$ cat src/rtl/mem_arbiter_pkg.sv
// Shared core package: arbiter state encoding, bus widths, the fixed
// instruction byte-enable mask and the memory request payload.
package mem_arbiter_pkg;

  localparam int unsigned XLEN = 32;
  localparam int unsigned BEW  = 4;
  localparam int unsigned CNTW = 5;

  // Instruction fetches always read a full word.
  localparam logic [BEW-1:0] I_BE = 4'b1111;

  typedef enum logic [1:0] {
    IDLE  = 2'd0,
    GNT_I = 2'd1,
    GNT_D = 2'd2
  } state_e;

  // Registered memory-side request payload, latched on grant entry.
  typedef struct packed {
    logic            we;
    logic [XLEN-1:0] addr;
    logic [XLEN-1:0] wdata;
    logic [BEW-1:0]  be;
  } mem_req_t;

endpackage

$ cat src/rtl/mem_arbiter_if.sv
// Core/memory bus seen by the arbiter.
//   core fetch port : i_req, i_addr -> i_rdata, i_valid
//   core data port  : d_req, d_we, d_addr, d_wdata, d_be -> d_rdata, d_valid
//   memory port     : m_req, m_we, m_addr, m_wdata, m_be <- m_ready, m_rdata
//   status          : stall, err
// modport master: arbiter side; modport slave: core + memory side.
interface mem_arbiter_if;
  import mem_arbiter_pkg::*;

  logic            i_req;
  logic [XLEN-1:0] i_addr;
  logic [XLEN-1:0] i_rdata;
  logic            i_valid;

  logic            d_req;
  logic            d_we;
  logic [XLEN-1:0] d_addr;
  logic [XLEN-1:0] d_wdata;
  logic [BEW-1:0]  d_be;
  logic [XLEN-1:0] d_rdata;
  logic            d_valid;

  logic            m_req;
  logic            m_we;
  logic [XLEN-1:0] m_addr;
  logic [XLEN-1:0] m_wdata;
  logic [BEW-1:0]  m_be;
  logic            m_ready;
  logic [XLEN-1:0] m_rdata;

  logic            stall;
  logic            err;

  modport master (
    input  i_req, i_addr, d_req, d_we, d_addr, d_wdata, d_be, m_ready, m_rdata,
    output i_rdata, i_valid, d_rdata, d_valid,
    output m_req, m_we, m_addr, m_wdata, m_be, stall, err
  );

  modport slave (
    output i_req, i_addr, d_req, d_we, d_addr, d_wdata, d_be, m_ready, m_rdata,
    input  i_rdata, i_valid, d_rdata, d_valid,
    input  m_req, m_we, m_addr, m_wdata, m_be, stall, err
  );

endinterface

$ cat src/rtl/mem_arbiter.sv
// Arbiter between the core's fetch and data ports and a single unified
// memory. One request in flight; ports alternate when both are waiting.
// Ports:
//   clk    - clock, all registers on rising edge
//   reset  - synchronous active-low reset
//   bus    - mem_arbiter_if.master (core ports, memory port, stall, err)
// Parameters:
//   DATA_FIRST - tie-break from IDLE: 1 = data port, 0 = fetch port
//   TIMEOUT    - grant cycles without m_ready before the access is aborted
module mem_arbiter
  import mem_arbiter_pkg::*;
#(
  parameter bit          DATA_FIRST = 1'b1,
  parameter int unsigned TIMEOUT    = 16
) (
  input  logic          clk,
  input  logic          reset,
  mem_arbiter_if.master bus
);

  state_e          state_q, state_d;
  mem_req_t        req_q, req_d;
  logic            m_req_q, m_req_d;
  logic [CNTW-1:0] cnt_q, cnt_d;
  logic [XLEN-1:0] i_rdata_q, i_rdata_d;
  logic [XLEN-1:0] d_rdata_q, d_rdata_d;
  logic            i_valid_q, i_valid_d;
  logic            d_valid_q, d_valid_d;
  logic            err_q, err_d;

  logic i_pend, d_pend, tmo, done, go_i, go_d;

  // A port whose valid is pulsing this cycle is already served; its request
  // is still high only because the core has not yet seen the pulse.
  assign i_pend = bus.i_req & ~i_valid_q;
  assign d_pend = bus.d_req & ~d_valid_q;

  assign tmo = (state_q != IDLE) && !bus.m_ready &&
               (cnt_q == CNTW'(TIMEOUT - 1));

  // Next-state, datapath and output register inputs.
  always_comb begin
    state_d   = state_q;
    req_d     = req_q;
    m_req_d   = m_req_q;
    cnt_d     = cnt_q;
    i_rdata_d = i_rdata_q;
    d_rdata_d = d_rdata_q;
    i_valid_d = 1'b0;
    d_valid_d = 1'b0;
    err_d     = err_q;
    done      = 1'b0;
    go_i      = 1'b0;
    go_d      = 1'b0;

    case (state_q)
      IDLE: begin
        if (d_pend && (!i_pend || DATA_FIRST)) go_d = 1'b1;
        else if (i_pend)                       go_i = 1'b1;
      end
      GNT_I: begin
        if (bus.m_ready || tmo) begin
          done      = 1'b1;
          i_valid_d = 1'b1;
          i_rdata_d = bus.m_ready ? bus.m_rdata : '0;
          go_d      = d_pend;
        end
      end
      GNT_D: begin
        if (bus.m_ready || tmo) begin
          done      = 1'b1;
          d_valid_d = 1'b1;
          d_rdata_d = (bus.m_ready && !req_q.we) ? bus.m_rdata : '0;
          go_i      = i_pend;
        end
      end
      default: state_d = IDLE;
    endcase

    if (state_q != IDLE && !bus.m_ready) cnt_d = cnt_q + CNTW'(1);
    if (tmo) err_d = 1'b1;

    // Grant entry latches the memory request for the whole grant.
    if (go_d) begin
      state_d = GNT_D;
      m_req_d = 1'b1;
      cnt_d   = '0;
      req_d   = '{we: bus.d_we, addr: bus.d_addr, wdata: bus.d_wdata, be: bus.d_be};
    end else if (go_i) begin
      state_d = GNT_I;
      m_req_d = 1'b1;
      cnt_d   = '0;
      req_d   = '{we: 1'b0, addr: bus.i_addr, wdata: '0, be: I_BE};
    end else if (done) begin
      state_d = IDLE;
      m_req_d = 1'b0;
    end
  end

  // State and output registers.
  always_ff @(posedge clk) begin
    if (!reset) begin
      state_q   <= IDLE;
      req_q     <= '0;
      m_req_q   <= 1'b0;
      cnt_q     <= '0;
      i_rdata_q <= '0;
      d_rdata_q <= '0;
      i_valid_q <= 1'b0;
      d_valid_q <= 1'b0;
      err_q     <= 1'b0;
    end else begin
      state_q   <= state_d;
      req_q     <= req_d;
      m_req_q   <= m_req_d;
      cnt_q     <= cnt_d;
      i_rdata_q <= i_rdata_d;
      d_rdata_q <= d_rdata_d;
      i_valid_q <= i_valid_d;
      d_valid_q <= d_valid_d;
      err_q     <= err_d;
    end
  end

  assign bus.m_req   = m_req_q;
  assign bus.m_we    = req_q.we;
  assign bus.m_addr  = req_q.addr;
  assign bus.m_wdata = req_q.wdata;
  assign bus.m_be    = req_q.be;
  assign bus.i_rdata = i_rdata_q;
  assign bus.i_valid = i_valid_q;
  assign bus.d_rdata = d_rdata_q;
  assign bus.d_valid = d_valid_q;
  assign bus.err     = err_q;
  assign bus.stall   = i_pend | d_pend;

endmodule

$ cat src/flat_wrapper.sv
// flat-port wrapper written by rule: the top's interface ports become plain ports
module mem_arbiter_flat import mem_arbiter_pkg::*;
#(
  parameter bit          DATA_FIRST = 1'b1,
  parameter int unsigned TIMEOUT    = 16
)
  (clk, reset, bus_i_req, bus_i_addr, bus_d_req, bus_d_we, bus_d_addr, bus_d_wdata, bus_d_be, bus_m_ready, bus_m_rdata, bus_i_rdata, bus_i_valid, bus_d_rdata, bus_d_valid, bus_m_req, bus_m_we, bus_m_addr, bus_m_wdata, bus_m_be, bus_stall, bus_err);
  mem_arbiter_if bus_i ();
  input  logic clk;
  input  logic reset;
  input wire logic [$bits(bus_i.i_req)-1:0] bus_i_req;
  input wire logic [$bits(bus_i.i_addr)-1:0] bus_i_addr;
  input wire logic [$bits(bus_i.d_req)-1:0] bus_d_req;
  input wire logic [$bits(bus_i.d_we)-1:0] bus_d_we;
  input wire logic [$bits(bus_i.d_addr)-1:0] bus_d_addr;
  input wire logic [$bits(bus_i.d_wdata)-1:0] bus_d_wdata;
  input wire logic [$bits(bus_i.d_be)-1:0] bus_d_be;
  input wire logic [$bits(bus_i.m_ready)-1:0] bus_m_ready;
  input wire logic [$bits(bus_i.m_rdata)-1:0] bus_m_rdata;
  output wire logic [$bits(bus_i.i_rdata)-1:0] bus_i_rdata;
  output wire logic [$bits(bus_i.i_valid)-1:0] bus_i_valid;
  output wire logic [$bits(bus_i.d_rdata)-1:0] bus_d_rdata;
  output wire logic [$bits(bus_i.d_valid)-1:0] bus_d_valid;
  output wire logic [$bits(bus_i.m_req)-1:0] bus_m_req;
  output wire logic [$bits(bus_i.m_we)-1:0] bus_m_we;
  output wire logic [$bits(bus_i.m_addr)-1:0] bus_m_addr;
  output wire logic [$bits(bus_i.m_wdata)-1:0] bus_m_wdata;
  output wire logic [$bits(bus_i.m_be)-1:0] bus_m_be;
  output wire logic [$bits(bus_i.stall)-1:0] bus_stall;
  output wire logic [$bits(bus_i.err)-1:0] bus_err;
  assign bus_i.i_req = bus_i_req;
  assign bus_i.i_addr = bus_i_addr;
  assign bus_i.d_req = bus_d_req;
  assign bus_i.d_we = bus_d_we;
  assign bus_i.d_addr = bus_d_addr;
  assign bus_i.d_wdata = bus_d_wdata;
  assign bus_i.d_be = bus_d_be;
  assign bus_i.m_ready = bus_m_ready;
  assign bus_i.m_rdata = bus_m_rdata;
  assign bus_i_rdata = bus_i.i_rdata;
  assign bus_i_valid = bus_i.i_valid;
  assign bus_d_rdata = bus_i.d_rdata;
  assign bus_d_valid = bus_i.d_valid;
  assign bus_m_req = bus_i.m_req;
  assign bus_m_we = bus_i.m_we;
  assign bus_m_addr = bus_i.m_addr;
  assign bus_m_wdata = bus_i.m_wdata;
  assign bus_m_be = bus_i.m_be;
  assign bus_stall = bus_i.stall;
  assign bus_err = bus_i.err;
  mem_arbiter #(.DATA_FIRST(DATA_FIRST), .TIMEOUT(TIMEOUT)) u_core (.clk(clk), .reset(reset), .bus(bus_i));
endmodule
$ cat config.mk
export PLATFORM = sky130hd
export DESIGN_NAME = mem_arbiter_flat
export DESIGN_NICKNAME = d
export VERILOG_FILES = /design/src/rtl/mem_arbiter_pkg.sv /design/src/rtl/mem_arbiter_if.sv /design/src/rtl/mem_arbiter.sv /design/src/flat_wrapper.sv
export SDC_FILE = /design/constraint.sdc
export NUM_CORES = 1
export LEC_CHECK = 0
export BUFFER_PORTS_ARGS = -buffer_cell sky130_fd_sc_hd__buf_4
export CAP_MARGIN = 20
export CORE_AREA = 10 10 119 121
export DETAILED_ROUTE_END_ITERATION = 6
export DIE_AREA = 0 0 129 131
export HOLD_SLACK_MARGIN = 0.08
export PLACE_DENSITY = 0.75
export SYNTH_ARGS = -nofsm -noshare
export SYNTH_HDL_FRONTEND = slang
export SYNTH_SLANG_ARGS = --single-unit
$ cat constraint.sdc
create_clock -name clk -period 2.9 [get_ports clk]
set_clock_uncertainty 0.1 [all_clocks]
set_input_delay 0 -clock clk [delete_from_list [all_inputs] [get_ports clk]]
set_output_delay 0 -clock clk [all_outputs]
set_load 0.02 [all_outputs]
==> qor.csv <==
stage,metric,value,unit
yosys,"Seq/Total Area, Yosys",0.571,
yosys,Main synth FF type,dfxtp_1,
pwr,P_int,4.30,mW
drt,vias per inst,5.32,
pwr,Gate power share,0.244,
min_path,worst hold path cell count,5,
placement,placement-stage cell area,7200,µm²
pwr,PwrDens,629,nW/µm²
clock_tree,CTS buffer count,17,
finish,"commonest non-fill, non-tap cell in the layout",buf_4,
clock_tree,Clock transition at path regs,0.06,ns
grt,first-pass GRT wire length,34600,µm
floorplan,initial core utilization,0.428,
job,Maximum Capacitance Violations,0,
yosys,Yosys Warn Count,0,
placement,DPL Wire Length,12900,µm
drt,DR WL/cell,20.5,µm
finish,"Design Area, Final",9510,µm²
clock_tree,Max Buffers Root-to-Sink,2,
outcome,status,completed,
drt,Detailed Route Iter0 Violations,453,
pwr,clock share of power,0.377,
grt,global routing usage on met3,0.0870,
grt,met2 Use GR,0.471,
placement,GPL Wtd Cong,0.772,
yosys,register bit count reported by yosys,144,
critical_path,Crit path top cell by count,ha_1,
critical_path,worst reg2reg path depth,9,
floorplan,io pins,276,
min_path,type of the tightest min-delay check,in -> reg,
clock_tree,CTS Root Buffer Type,clkbuf_16,
pwr,Leak Pwr,4.27,nW
sta,Tmin final,2.75,ns
finish,Layout Nets,1085,
sta,Final period util,0.947,
sta,final setup violation count,0,
finish,Area growth syn-to-layout,88.3,%
sta,fmax,0.364,GHz
yosys,ys async rst share,0,
finish,most frequent cells in the layout,"buf_4 (283), dlygate4sd3_1 (168), dfxtp_1 (144)",
grt,met1 Usage GRT,0.261,
clock_tree,CTS tree,yes,
drt,Remaining DRCs,0,
yosys,Post-synth EDFFs,0,
yosys,Syn Nets,655,
pwr,switching power total,1.69,mW
critical_path,CP Cell Sequence,ha_1 -> and3_1 -> ha_1 -> nor3_2 -> or3_4 -> buf_6 -> o21ai_1 -> dlygate4sd3_1 -> a21oi_1,
critical_path,worst path required time,3.12,ns
sta,Fin. Hold Viols,0,
clock_tree,Post-CTS Setup Bufs,0,
critical_path,WP data arrival,2.97,ns
yosys,cells after synthesis,512,
drt,Post-Route WL,22600,µm
yosys,Synth cell types,34,
clock_tree,TritonCTS sink count,144,
sta,Fin Setup TNS,0,ns
grt,initial antenna violation count,3,
critical_path,startpoint types,flop,
clock_tree,Skew-Pair Late Insertion Delay,0.41,ns
pwr,Worst IR Drop VDD,0.405,mV
grt,total global routing overflow,0,
critical_path,crit-path leading delay family,buffers and inverters,
floorplan,core outline area,11800,µm²
finish,FILL cells,673,
floorplan,Die ar.,16900,µm²
placement,Port Buffers,275,
drt,via count,5881,
critical_path,kind of critical path,reg -> reg,
sta,worst slew pin tran,0.656,ns
grt,layer with the highest usage,met2,
yosys,synthesized cell area,5050,µm²
critical_path,slowest CP cell,dlygate4sd3_1,
floorplan,row count,40,
critical_path,worst path bufs/invs,2,
critical_path,Worst path depth,9,
floorplan,Die Y,131,µm
critical_path,"slowest stage delay, CP",0.60,ns
floorplan,Die Wd,129,µm
grt,GRT Overall Usage,0.262,
sta,Worst slew margin,0.563,
critical_path,crit path max fanout,26,
clock_tree,H-tree levels,4,
yosys,mean post-synth cell area,9.87,µm²
pwr,Sequential Power Share,0.379,
drt,ANT nets after route,0,
finish,share of post-route cells with drive strength above 1,0.342,
drt,1st-pass router iterations,6,
critical_path,crit end category,flop,
grt,pin count of the biggest net entering global routing,42,
pwr,switch share,0.283,
sta,unrepaired setup endpoints after global routing,false,
grt,vias in the first global route,6384,
sta,max-slew violation count,0,
[worst paths after layout]
| check | slack [ns] | to | start |
|---|---|---|---|
| max | 0.15 | u_core.bus.m_addr[4]$_SDFFE_PN0P_ | u_core.cnt_q[0]$_SDFFE_PP0P_ |
| min | 0.25 | u_core.bus.m_we$_SDFFE_PN0P_ | bus_d_req |
| max reg2reg | 0.15 | u_core.bus.m_addr[4]$_SDFFE_PN0P_ | u_core.cnt_q[0]$_SDFFE_PP0P_ |
| min reg2reg | 0.36 | u_core.bus.m_addr[16]$_SDFFE_PN0P_ | u_core.bus.m_addr[16]$_SDFFE_PN0P_ |
[per-stage QoR]
step	hold slack (ns)	worst slack, ns	total power [mW]	utilization	std cells
after detailed placement	0.113	0.294	3.48	0.609	902
after global placement	0.110	0.272	3.44	0.607	900
after floorplan	0.0255	0.809	2.93	-	512
after CTS	0.224	0.133	5.94	0.804	1102
final	0.245	0.153	5.99	0.805	1105
after global routing	0.249	0.0392	6.21	0.805	1105
[synthesized netlist by cell type (4+ instances only)]
cell / instances / share of area
clkbuf_1: 20 / 0.015
a21oi_1: 73 / 0.072
ha_1: 5 / 0.012
o21ai_1: 30 / 0.030
o21ai_0: 7 / 0.0069
nand2_1: 36 / 0.027
nor2_1: 46 / 0.034
dfxtp_1: 144 / 0.57
a22o_1: 65 / 0.11
buf_2: 20 / 0.020
inv_1: 4 / 0.0030
a22oi_1: 32 / 0.048
[metal layers]
metal | vias to the layer above | part of all wire
met3 | 72 | 0.078
met5 | - | 0
met2 | 289 | 0.53
li1 | 2709 | -
met4 | 0 | 0.042
met1 | 2811 | 0.35
[kinds of logic (layout without fill, tap and decap cells)]
| group | count (synthesis) | count (layout) | share of synthesized area |
|---|---|---|---|
| AO/OA/AOI/OAI | 212 | 212 | 0.278 |
| flip-flops | 144 | 144 | 0.571 |
| AND/OR/NAND/NOR | 101 | 101 | 0.0889 |
| buffers and inverters | 47 | 490 | 0.0443 |
| adder cells (fa/ha/maj) | 5 | 5 | 0.0124 |
| XOR/XNOR | 3 | 3 | 0.00520 |
| other | 0 | 3 | 0 |
[area by class of cell]
cell class	instances	area, µm²	share of cell area
repair buffers	454	3850	0.404
flip-flops and latches	144	2880	0.303
multi-input cells	321	1960	0.206
clock buffers	24	492	0.0517
well taps	147	184	0.0193
clock inverters	8	126	0.0133
inverters	4	15.0	0.00158
diodes	3	7.51	0.000789
[flip-flops by register name (all words and copies together) (netlist names)]
register and count:
u_core.bus.m_addr 32, u_core.bus.i_valid 1, u_core.bus.i_rdata 32, u_core.bus.d_valid 1, u_core.bus.m_wdata 32, u_core.bus.err 1
u_core.bus.m_be 4, u_core.bus.d_rdata 32, u_core.bus.m_we 1, u_core.cnt_q 5, u_core.state_q 2, u_core.bus.m_req 1
[power by group through the flow]
stage | clock (mW) | combinational, mW | sequential [mW]
2_1_floorplan | 0 | 0.436 | 2.49
3_3_place_gp | 0 | 1.16 | 2.29
3_5_place_dp | 0 | 1.19 | 2.30
4_1_cts | 2.28 | 1.40 | 2.26
5_1_grt | 2.37 | 1.56 | 2.28
6_report | 2.26 | 1.46 | 2.27
[repair_timing]
action	4_1_cts	5_1_grt
hold buffers	168	0
endpoints found under the setup margin	0	21
resized for setup	0	2
hold endpoints to repair	142	0
[worst min-delay path: cells and delay by family]
family / cells / cell delay (ns)
and+or+nand+nor: 3 / 0.41
buffers and inverters: 1 / 0.11
AOI/OAI and AO/OA: 1 / 0.18
(Power assumes the default switching activity.)
